$ cat src/rtl/status_rgb_led.sv
// status_rgb_led: RGB status LED driver showing lives, hit/bonus flashes and game-over blink
module status_rgb_led #(
  parameter int LED_W      = 4,
  parameter int HOLD_CYC   = 5000000,
  parameter int BLINK_HALF = 1250000,
  parameter int CNT_W      = 32,
  parameter int LIFE_W     = 3,
  parameter int LOW_LIFE   = 1
) (
  input  logic              clk,
  input  logic              rst,
  input  logic              hit,
  input  logic              bonus,
  input  logic              game_over,
  input  logic [LIFE_W-1:0] lives,
  output logic [LED_W-1:0]  GREEN,
  output logic [LED_W-1:0]  RED,
  output logic [LED_W-1:0]  BLUE,
  output logic              busy
);
  typedef enum logic [1:0] {IDLE, HIT, BONUS, OVER} state_t;
  state_t state_q, state_d;
  logic [CNT_W-1:0] hold_q, hold_d, blink_q, blink_d, blink_nx;
  logic phase_q, phase_d, hold_done, blink_tc, low_life;
  logic [LED_W-1:0] red_q, red_d, green_q, green_d, blue_q, blue_d;
  logic busy_q, busy_d;
  assign hold_done = hold_q == CNT_W'(HOLD_CYC - 1);
  assign blink_tc  = (BLINK_HALF != 0) && (blink_q == CNT_W'(BLINK_HALF - 1));
  assign blink_nx  = (BLINK_HALF == 0 || blink_tc) ? '0 : blink_q + CNT_W'(1);
  assign low_life  = (lives != '0) && (lives <= LIFE_W'(LOW_LIFE));
  always_ff @(posedge clk) begin
    if (rst) begin
      state_q <= IDLE;
      hold_q  <= '0;
      blink_q <= '0;
      phase_q <= 1'b1;
      red_q   <= '0;
      green_q <= '1;
      blue_q  <= '0;
      busy_q  <= 1'b0;
    end else begin
      state_q <= state_d;
      hold_q  <= hold_d;
      blink_q <= blink_d;
      phase_q <= phase_d;
      red_q   <= red_d;
      green_q <= green_d;
      blue_q  <= blue_d;
      busy_q  <= busy_d;
    end
  end
  always_comb begin
    state_d = state_q;
    hold_d  = '0;
    blink_d = '0;
    phase_d = 1'b1;
    if (game_over && state_q != OVER) begin
      state_d = OVER;
    end else if (state_q == OVER) begin
      blink_d = blink_nx;
      phase_d = phase_q ^ blink_tc;
    end else if (hit) begin
      state_d = HIT;
    end else if (bonus && state_q != HIT) begin
      state_d = BONUS;
    end else if (state_q != IDLE) begin
      state_d = hold_done ? IDLE : state_q;
      hold_d  = hold_done ? '0 : hold_q + CNT_W'(1);
      blink_d = hold_done ? '0 : blink_nx;
      phase_d = hold_done | (phase_q ^ blink_tc);
    end
  end
  always_comb begin
    red_d   = (state_d == HIT || state_d == OVER) ? {LED_W{phase_d}} :
              (state_d == IDLE && low_life) ? '1 : '0;
    green_d = (state_d == IDLE && lives != '0) ? '1 : '0;
    blue_d  = (state_d == BONUS) ? '1 : '0;
    busy_d  = state_d != IDLE;
  end
  assign RED   = red_q;
  assign GREEN = green_q;
  assign BLUE  = blue_q;
  assign busy  = busy_q;
endmodule

$ cat config.mk
export PLATFORM = sky130hd
export DESIGN_NAME = status_rgb_led
export DESIGN_NICKNAME = d
export VERILOG_FILES = /design/src/rtl/status_rgb_led.sv
export SDC_FILE = /design/constraint.sdc
export NUM_CORES = 1
export LEC_CHECK = 0
export ABC_AREA = 1
export CORE_MARGIN = 8
export CORE_UTILIZATION = 30
export DETAILED_ROUTE_END_ITERATION = 12
export PLACE_DENSITY = 0.57
export SETUP_SLACK_MARGIN = 0.3
export SYNTH_ARGS = -nofsm -noshare
export SYNTH_HDL_FRONTEND = slang
export SYNTH_SLANG_ARGS = --single-unit
$ cat constraint.sdc
create_clock -name clk -period 1.7 [get_ports clk]
set_clock_uncertainty 0.2 [all_clocks]
set_input_delay 0.17 -clock clk [delete_from_list [all_inputs] [get_ports clk]]
set_output_delay 0.17 -clock clk [all_outputs]
set_load 0.005 [all_outputs]
Word-level counts from Yosys, hierarchy flattened
Index checks and enable logic that the tools add are counted.
- equal/unequal tests: 8
- bitwise operators: 3
- reductions and logical operators: 12
- mux-type cells: 21
- $add $sub $neg: 2
- $lt $le $gt $ge: 1
- multiply operators: 0
- shifts and indexed selects: 0
- div/mod/pow operators: 0
- operator list (kind ; number):
    2-to-1 mux 32 bit ; 6
    adder 32 x 1 -> 32 bit (second input constant) ; 2
    == test 32 x 21 -> 1 bit (second input constant) ; 1
    == test 32 x 23 -> 1 bit (second input constant) ; 1
    2-to-1 mux 4 bit ; 4
    2-to-1 mux 2 bit ; 6
    OR reduction 7 bit ; 1
    == test 2 bit (second input constant) ; 3
    logical AND 1 bit ; 5
    2-to-1 mux 1 bit ; 5
    nonzero test 2 bit ; 2
    less-or-equal comparator 3 x 1 -> 1 bit (second input constant) ; 1
    nonzero test 3 bit ; 1
    == test 2 x 1 -> 1 bit (second input constant) ; 1
    zero test 2 bit ; 1
    != test 2 x 1 -> 1 bit (second input constant) ; 1
    != test 2 bit (second input constant) ; 1
    OR reduction 2 bit ; 1
    logical OR 1 bit ; 1
    inverter 1 bit ; 1
    bitwise OR 1 bit ; 1
    XOR 1 bit ; 1
- bits in registers: 80
- latch bits: 0
- memories: 0
- memory bits (read-only): 0
- memory bits (writable): 0
- output and inout port bits: 13
- logic and storage cells: 55

Longest topological paths before layout
Gate-level depths: netlist of the first run.
- depth after elaboration: 11
- mapped depth: 11
- depth with buffers taken out: 11

Worst setup path after synthesis of the first run
No wires, ideal clock.
- path kind: reg-to-reg
- start: reg blink_q[0]
- end: reg blink_q[20]
- path buffers: 1
- cell stages (with the launch flop): 10
- data arrival time: 1.444 ns
- required time: 1.386 ns
- clock period less this slack: 1.758 ns
- setup time: 0.114 ns
- path slack: -0.058 ns
- cells stage by stage: dfxtp_1 > ha_1 > nand3_2 > inv_1 > nand3_1 > nor2_1 > a21oi_4 > nand2_8 > buf_6 > nor2_1
- longest elaborated chain between the ends: 7
- RTL lines (element ; line ; text):
    start, declared ; 23 ; logic [CNT_W-1:0] hold_q, hold_d, blink_q, blink_d, blink_nx;
    start signal, assigned ; 44 ; blink_q <= blink_d;
    adder 32 x 1 -> 32 bit or == test 32 x 21 -> 1 bit (tied branches) ; 29, 28 ;
    2-to-1 mux 32 bit * ; 29 ; assign blink_nx = (BLINK_HALF == 0 || blink_tc) ? '0 : blink_q + CNT_W'(1);
    2-to-1 mux 32 bit ; 69 ; blink_d = hold_done ? '0 : blink_nx;
    2-to-1 mux 32 bit ; 66 ; end else if (state_q != IDLE) begin
    2-to-1 mux 32 bit ; 64 ; end else if (bonus && state_q != HIT) begin
    2-to-1 mux 32 bit ; 62 ; end else if (hit) begin
    2-to-1 mux 32 bit * ; 59 ; end else if (state_q == OVER) begin
Mark *: on every way between the ends. The rest lies on a longest branch, timed or not.
A chain may end at the register's enable or synchronous reset.

Worst setup path after layout of the first run
- start: reg hold_q[8]
- end: reg hold_q[28]
- longest elaborated chain between the ends: 2
- RTL lines (element ; line ; text):
    start, declared ; 23 ;
    start signal, assigned ; 43 ; hold_q <= hold_d;
    branches (longest 2 deep; another with adder 32 x 1 -> 32 bit) ; -- ;
Parallel ways; which one is timed is not known.

==> metrics list, run 1 <==
* Synth warn: 0
- The critical path in this run is classified as reg2reg.
* Data arrival at the endpoint of the critical path: 1.83 ns
- Synth top area share: 35.5%
- Final sum of negative setup slack: -4.41 ns
* Pre-CTS WS: -0.122 ns
- Share of cells above drive strength 1: 29.0%
- After clock tree synthesis, the clock-pin slew on the worst setup and hold paths is 0.06 ns.
- Fill cell instance count of the final layout: 1363
* Multiplexer share of the synthesized area: 0%
- Combined area of the multi-input logic cells: 2590 sq um
* Critical Path Fanout Max: 9
* Detailed-route vias per instance: 4.59
- Relative area change from synthesis to final layout: 45.5%
* Critical path endpoint category: flip-flop
- TritonCTS built the clock tree.
- In this run the remaining antenna-violating nets after routing total 0.
- Routed vias: 4216
- Leaving out fill and tap cells, the most frequent cells in the layout are nand2_1 (149), nor2_1 (114), buf_4 (96), inv_1 (63), dfxtp_1 (62).
- Synth Area in Compound Gates: 5.06%
* Period utilization: 105%
* Hpwl dp: 9020 um
* Root Driver: clkbuf_16
- After synthesis, the share of flip-flops with an asynchronous set or reset is 0%.
- Number of buffers on the longest clock path: 2
- Via count of the first global-routing pass: 4248
- Total of flip-flops plus latches after synthesis: 71
- Final-stage net count: 748
* Crit start category: flip-flop
* Area taken by flip-flops and latches: 1440 sq um
* Nets in the synthesized netlist: 622
- At the end of routability-driven placement, the weighted congestion stood at 0.899.
- Max Cap Viol: 0
* H-tree level count: 3
- CTS saw 71 sinks.
* Stage delay of the slowest cell on the critical path: 0.40 ns
- Hold timing on the final database bottoms out at a slack of 0.279 ns.
* Average routed wire per standard cell: 13.2 um
* Peak supply drop: 436 uV
* Actual slew at the worst max-slew pin: 0.361 ns
* Tmin final: 1.79 ns
- By area, the combinational part of the netlist is dominated by simple AND/OR/NAND/NOR gates.
- Initial antenna violation count: 0
- For the worst-skew pair, the clock arrives at the later sink with an insertion delay of 0.34 ns.
* Worst EP required: 1.74 ns
- Dividing the synthesized area by the synthesized cell count gives 6.55 sq um.
- Setup repair after global routing could not meet its margin everywhere.
- Final wirelength: 12200 um
- Antenna cell count: 0
* Maximum number of pins on one net before global-route repair: 19
- Yosys top cell by area: dfxtp_1
- Remaining global-route overflow: 0
- The die covers 17300 sq um.
- Number of iterations in the first detailed-routing pass: 6
- Sorting the synthesized cells by area gives the leading types as dfxtp_1 (35%), nand2_1 (15%), nor2_1 (11%).
* Hold Buf Count CTS: 0
- Count of buffers from port buffering: 20
- Standard cell with the maximum stage delay on the critical path: dfxtp_1
- In this run the vertical extent of the chip is 132 um.
- The detailed router finished its first iteration with 215 violations.
- Counting flops with a built-in enable in the synthesized netlist gives 0.
- The share of the Yosys chip area taken by registers is 35.5%.
- Headroom to the max-slew limit came out at 75.8%.
* Violated checks: setup timing
* Critical path cell sequence: nand2_1, nor2_1, nand2_1, nor2_1, nand2_4, nand4_1, buf_6, clkbuf_16, a21oi_2
- Count of boundary I/O pins: 21
* Fin. max-slew vios: 0
- The design draws 3670 uW.
- Number of hold violations in the final report: 0
- After floorplanning, the core was sized to cover 13100 sq um.
- Once the floorplan was initialized, standard cells occupied 30.5% of the core.
- Leading register cell type out of synthesis: dfxtp_1
* Cell Pwr Density: 630 nW/um^2
- # setup viols final: 63
- Measured along the x axis, the die boundary spans 132 um.
* # rows: 42
* Static power due to leakage: 0.00214 uW
- First-pass GRT wire length: 19900 um
- Clock tree synthesis inserted a total of 9 buffers.
- Result of the run: complete, but fails checks
* Residual DRC count: 0
* Most common library cell in the layout ignoring fill and taps: nand2_1
- The worst hold path belongs to the class reg2reg.
- Top achievable clock speed: 558 MHz
* Synthesized netlist cell count: 612
- Counting distinct cell types in the post-synthesis netlist gives 34.
- After Yosys synthesis, XOR and XNOR cells account for 5.68% of the synthesized area.
- Across every metal layer, demand over resource in global routing totals 14.0%.
- In the post-route analysis, the smallest setup slack over all paths is -0.0935 ns.
- Summing the areas of all and, or, nand and nor instances in the mapped netlist gives 43.8% of the synthesized area.
- The mapped netlist covers 4010 sq um.
- Arithmetic-cell share of the synthesized area counting full adders, half adders and majority gates: 0.624%
## cell families after synthesis
kind of cell | Yosys count
fa+ha+maj | 2
compound gates | 36
xor+xnor | 26
simple gates | 391
buf+inv | 86
flops | 71
## sequential cells by signal (all words and copies together) (netlist names)
name / flops
RED: 1
BLUE: 1
GREEN: 1
blink_q: 32
state_q: 2
busy: 1
phase_q: 1
hold_q: 32
## where the power goes
part	leakage, uW	total (uW)	internal [uW]	switching [uW]
Clock	0.000133	1760	1060	705
Combinational	0.00143	221	95.1	126
Sequential	0.000578	1690	1680	11.4
Total	0.00214	3670	2830	842
## final timing paths
kind,slack (ns),from,cells after the start,endpoint
worst max-delay path,-0.09,hold_q[8]$_SDFF_PP0_,9,hold_q[28]$_SDFF_PP0_
worst min-delay path,0.28,hold_q[31]$_SDFF_PP0_,2,hold_q[31]$_SDFF_PP0_
worst min register to register,0.28,hold_q[31]$_SDFF_PP0_,2,hold_q[31]$_SDFF_PP0_
worst max register to register,-0.09,hold_q[8]$_SDFF_PP0_,9,hold_q[28]$_SDFF_PP0_
## worst max-delay path: cells and delay by family (launching register included)
family                 cells  cell delay [ns]
and+or+nand+nor            6             0.73
DFF                        1             0.40
AOI/OAI and AO/OA          1             0.03
buffers and inverters      2             0.32
## synthesized netlist by cell type (2+ instances only)
| library cell | n |
|---|---|
| or2_2 | 2 |
| nand3_1 | 38 |
| a21oi_1 | 25 |
| nor4_1 | 2 |
| nor2_1 | 122 |
| nor3b_1 | 2 |
| nor2_4 | 4 |
| nor3_2 | 8 |
| nand3_2 | 3 |
| nand4_1 | 17 |
| nor2_2 | 4 |
| inv_2 | 3 |
| o21ai_0 | 5 |
| buf_6 | 2 |
| nand2_2 | 3 |
| dfxtp_1 | 71 |
| inv_1 | 69 |
| nor3_1 | 26 |
| xnor2_1 | 5 |
| ha_1 | 2 |
| buf_2 | 3 |
| buf_4 | 9 |
| nand2_1 | 155 |
| xor2_1 | 21 |
| or2_0 | 2 |
## metal layers
layer  wire length [um]  share of wire, %  track usage, %
met2               6350                52            25.7
met4                357               2.9            6.19
met3                343               2.8            3.66
met5                  0                 0               0
met1               5110                42            14.7
## timing repair
| action | CTS | global route |
|---|---|---|
| setup endpoints to repair | 84 | 71 |
| gates cloned | 3 | 3 |
| buffers inserted | 1 | 8 |
| pin swaps | 6 | 18 |
| endpoints found under the hold margin | 0 | 0 |
| gates resized for setup | 24 | 48 |
## layout make-up
class	count	share of cell area, %
multi-input combinational	459	44.4
sequential	71	24.6
timing repair buffer	125	17.9
inverter	72	4.63
clock buffer	14	4.53
tap	176	3.78
clock inverter	1	0.0858
## through the flow
stage | util, % | cell area, sq um | std cells
2_1_floorplan | - | 4170 | 612
3_3_place_gp | 39.6 | 5200 | 888
3_5_place_dp | 39.6 | 5200 | 888
4_1_cts | 42.4 | 5570 | 907
5_1_grt | 44.4 | 5830 | 918
6_report | 44.4 | 5830 | 918
No activity file was read; power rests on OpenSTA's default activity.
==> run 2, diff against run 1 <==
ABC_AREA = not set   (was 1)
CORE_UTILIZATION = 53   (was 30)
PLACE_DENSITY = 0.85   (was 0.57)
==> run 2 against run 1 <==
The flow still finishes with violations (setup timing). Cell count decreased by 34%. Via count decreased by 15%. Design area decreased by 16%. Non-clock buffer count increased by 11. Synthesized cell count decreased by 35%. Fmax decreased by 35%. Utilization increased by 34 points. First-iteration DRC count increased by 12%. Die area decreased by 46%. Critical path type unchanged.
==> metrics list, run 2 <==
- Post-route antenna net violation count: 0 (unchanged)
- The library cells used most frequently in the layout, excluding fill and tap cells, are buf_4 (106), nor2_1 (74), dfxtp_1 (65), xnor2_1 (43).
- Fraction of synthesis flops using an asynchronous set or reset pin: 0% (unchanged)
- The maximum vdd drop is 792 uV (+82%).
- The antenna cell count is 0 (unchanged).
- Hold Path End: state_q[0]$_SDFF_PP0_
- Worst EP required: 1.74 ns (about the same)
- Floorplan die height: 96.3 um (-27%)
* Top achievable clock speed: 363 MHz (-35%)
- Hold path startpoint: rst
* Relative area change from synthesis to final layout: 43.2%
- Period utilization: 162% (+57 points)
* Number of hold violations in the final report: 0 (unchanged)
* Maximum number of pins on one net before global-route repair: 33 (+14)
- Combined area of the multi-input logic cells: 1920 sq um (-26%)
* Yosys top cell by area: dfxtp_1
- # rows: 29 (-31%)
- The proportion of layout cells with a drive suffix above 1 came to 30.3% (+1.3 points).
- The post-route DRC violation count is 0 (unchanged).
- Count of boundary I/O pins: 21 (unchanged)
* Worst min-delay path category: in2reg
- Actual slew at the worst max-slew pin: 0.845 ns (+0.484 ns)
- The depth of the most critical reg-to-reg path came to 7 (-2).
* # setup viols final: 71 (+13%)
* Static power due to leakage: 0.00184 uW (-14%)
- The net count of the finished layout came to 533 (-29%).
- Synthesized netlist cell count: 400 (-35%)
- The global-route usage over all layers is 23.9% (+9.9 points).
- The total of hold buffers inserted after clock tree synthesis is 0 (unchanged).
* Per-instance average area after synthesis: 8.54 sq um (+30%)
- Initial antenna violation count: 0 (unchanged)
* Most common library cell in the layout ignoring fill and taps: buf_4
* Remaining global-route overflow: 0 (unchanged)
- Global Route met2 Usage: 44.3% (+19 points)
- GR met1 Demand/Resource: 21.8% (+7.1 points)
* Pre-CTS WS: -0.948 ns (-0.826 ns)
* First-pass GRT wire length: 17000 um (-14%)
* Met3 track demand over resource in global routing: 7.57% (+3.9 points)
- The depth of the CTS H-tree is 3 (unchanged).
- Synth top area share: 41.6% (+6.2 points)
- Setup slack on the worst flop-to-flop path: -1.05 ns (-0.96 ns)
* Count of buffers from port buffering: 20 (unchanged)
- The initial core utilization was 54.4% (+24 points).
* Result of the run: complete, but fails checks
- The worst hold slack after final layout came to 0.277 ns (-0.00161 ns).
- The warning count from the yosys run is 0 (unchanged).
* Fin. max-slew vios: 0 (unchanged)
* Cell Pwr Density: 695 nW/um^2 (+10%)
- Leading register cell type out of synthesis: dfxtp_1
* Number of iterations in the first detailed-routing pass: 5 (-1)
- Fill cell instance count of the final layout: 383 (-72%)
- Root Driver: clkbuf_8
- The violation count after the first detailed-routing iteration came to 240 (+12%).
* Post-synthesis instance area: 3420 sq um (-15%)
- Setup repair after global routing could not meet its margin everywhere.
- After synthesis, the most frequently instantiated cells are nor2_1 (75), dfxtp_1 (71), xnor2_1 (43).
* Final sum of negative setup slack: -54.68 ns (-50.27 ns)
- Synth cell types: 38 (+12%)
- Average routed wire per standard cell: 18.2 um (+37%)
* Post-synthesis sequential area ratio: 41.6% (+6.2 points)
* Die span in x: 96.3 um (-27%)
- Reg2reg start: hold_q[23]$_SDFF_PP0_
- The number of clock sinks was 71 (unchanged).
- Via count of the first global-routing pass: 3662 (-14%)
- Hold depth: 2 (unchanged)
- Critical path endpoint category: flip-flop
- The worst register-to-register path ends at blink_q[21]$_SDFF_PP0_.
- The final worst setup slack is -1.05 ns (-0.961 ns).
- Yosys instantiated no cell more often than nor2_1.
- The insertion delay to the later sink of the worst-skew pair came to 0.36 ns (+0.02 ns).
- Violated checks: setup timing
* Critical Path Fanout Max: 16 (+7)
- The worst path arrival time is 2.80 ns (+0.97 ns).
- Most Used Layer, Global Route: met2
* Routed vias: 3586 (-15%)
- The area of the placeable core was 6280 sq um (-52%).
- Max Cap Viol: 0 (unchanged)
- Hpwl dp: 6250 um (-31%)
- The setup path with the least slack is of type reg2reg.
- Crit start category: flip-flop
- Die Area: 9270 sq um (-46%)
- Number of enable-type register cells in the synthesized netlist: 0 (unchanged)
- Total of flip-flops plus latches after synthesis: 71 (unchanged)
* Top cells by area, synth: dfxtp_1 (42%), xnor2_1 (11%), nor2_1 (8.2%)
* Number of buffers on the longest clock path: 2 (unchanged)
* Last weighted congestion value of the routability-driven placer: 0.834 (-7.2%)
- Clock slew at the register clock pins of the worst setup and hold paths: 0.08 ns (+0.02 ns)
- Rel. slew slack: 43.3% (-33 points)
* Largest registers: blink_q (32), hold_q (32), state_q (2)
* Clock tree from TritonCTS: built
- The area taken by flip-flops and latches came to 1430 sq um (-0.44%).
- Num CTS Buffers: 9 (unchanged)
- Detailed-route vias per instance: 5.93 (+29%)
* Tmin final: 2.75 ns (+0.961 ns)
- Nets in the synthesized netlist: 410 (-34%)
- Final wirelength: 11000 um (-9.6%)
## run 2: cell count changes after synthesis, moves of 19 or more
cell     previous run  this run
inv_1              69        11
nor2_1            122        75
nor4_1              2        22
nand2_1           155        23
a21oi_1            25         6
xnor2_1             5        43
## run 2: where the power goes
part           total, uW  switching [uW]  internal (uW)
combinational        197            87.9            109
sequential          1680            10.7           1670
clock               1520             690            827
total               3400             788           2610
## run 2: per-stage QoR
stage | util [%] | power, uW | cells | instance area (sq um)
after CTS | 76.8 | 3370 | 601 | 4820
after global placement | 70.0 | 1870 | 575 | 4390
after detailed placement | 70.0 | 1880 | 575 | 4390
final | 77.9 | 3400 | 605 | 4890
after floorplan | - | 1810 | 400 | 3510
after global routing | 77.9 | 3480 | 605 | 4890
## run 2: area by class of cell
| class | count | share of cell area [%] |
|---|---|---|
| Sequential cell | 71 | 29.2 |
| Multi-Input combinational cell | 294 | 39.3 |
| Timing Repair Buffer | 136 | 24.2 |
| Inverter | 11 | 0.844 |
| Clock inverter | 7 | 2.00 |
| Clock buffer | 9 | 2.53 |
| Tap cell | 77 | 1.97 |
## run 2: repair_timing
item | CTS | global route
buffers inserted | 7 | 2
pin swaps | 6 | 3
gates resized for setup | 29 | 3
gates cloned | 3 | 2
setup endpoints to repair | 84 | 71
## run 2: critical path: stages, from the launching register on
cell and delay (ns):
dfxtp_1 0.32, or4bb_1 0.54, or4_4 0.55, o311a_4 0.35, o311ai_4 0.29, buf_4 0.19, buf_12 0.14, nor2_1 0.07
## run 2: worst max path at each step
stage                          startpoint                endpoint  slack [ns]  cells after the start
finish              hold_q[23]$_SDFF_PP0_  blink_q[21]$_SDFF_PP0_       -1.05                      7
global route        hold_q[23]$_SDFF_PP0_  blink_q[21]$_SDFF_PP0_       -1.10                      7
CTS                 hold_q[23]$_SDFF_PP0_  blink_q[17]$_SDFF_PP0_       -0.96                      6
detailed placement  hold_q[23]$_SDFF_PP0_  blink_q[15]$_SDFF_PP0_       -0.95                      6
global placement    hold_q[23]$_SDFF_PP0_  blink_q[20]$_SDFF_PP0_       -0.87                      6
floorplan            hold_q[8]$_SDFF_PP0_  blink_q[17]$_SDFF_PP0_       -0.91                      6
## run 2: logic make-up (layout without fill, tap and decap cells)
logic type               Yosys count  after routing  synth area share (%)
AND/OR/NAND/NOR                  215            215                  32.4
flip-flops                        71             71                  41.6
XOR/XNOR                          58             58                  14.9
buffers and inverters             35            163                  5.49
AO/OA/AOI/OAI                     18             18                  4.62
adder cells (fa/ha/maj)            2              2                 0.732
multiplexers                       1              1                 0.293
## run 2: routing by layer
metal | vias to the layer above | routed length [um]
li1 | 1641 | -
met1 | 1744 | 3930
met2 | 142 | 5910
met3 | 59 | 566
met4 | 0 | 582
met5 | - | 0
==> run 3, diff against run 2 <==
SKIP_LAST_GASP = 1   (was not set)
==> results of run 3 <==
The final DEF is identical to that of run 2; final timing and power are the same.
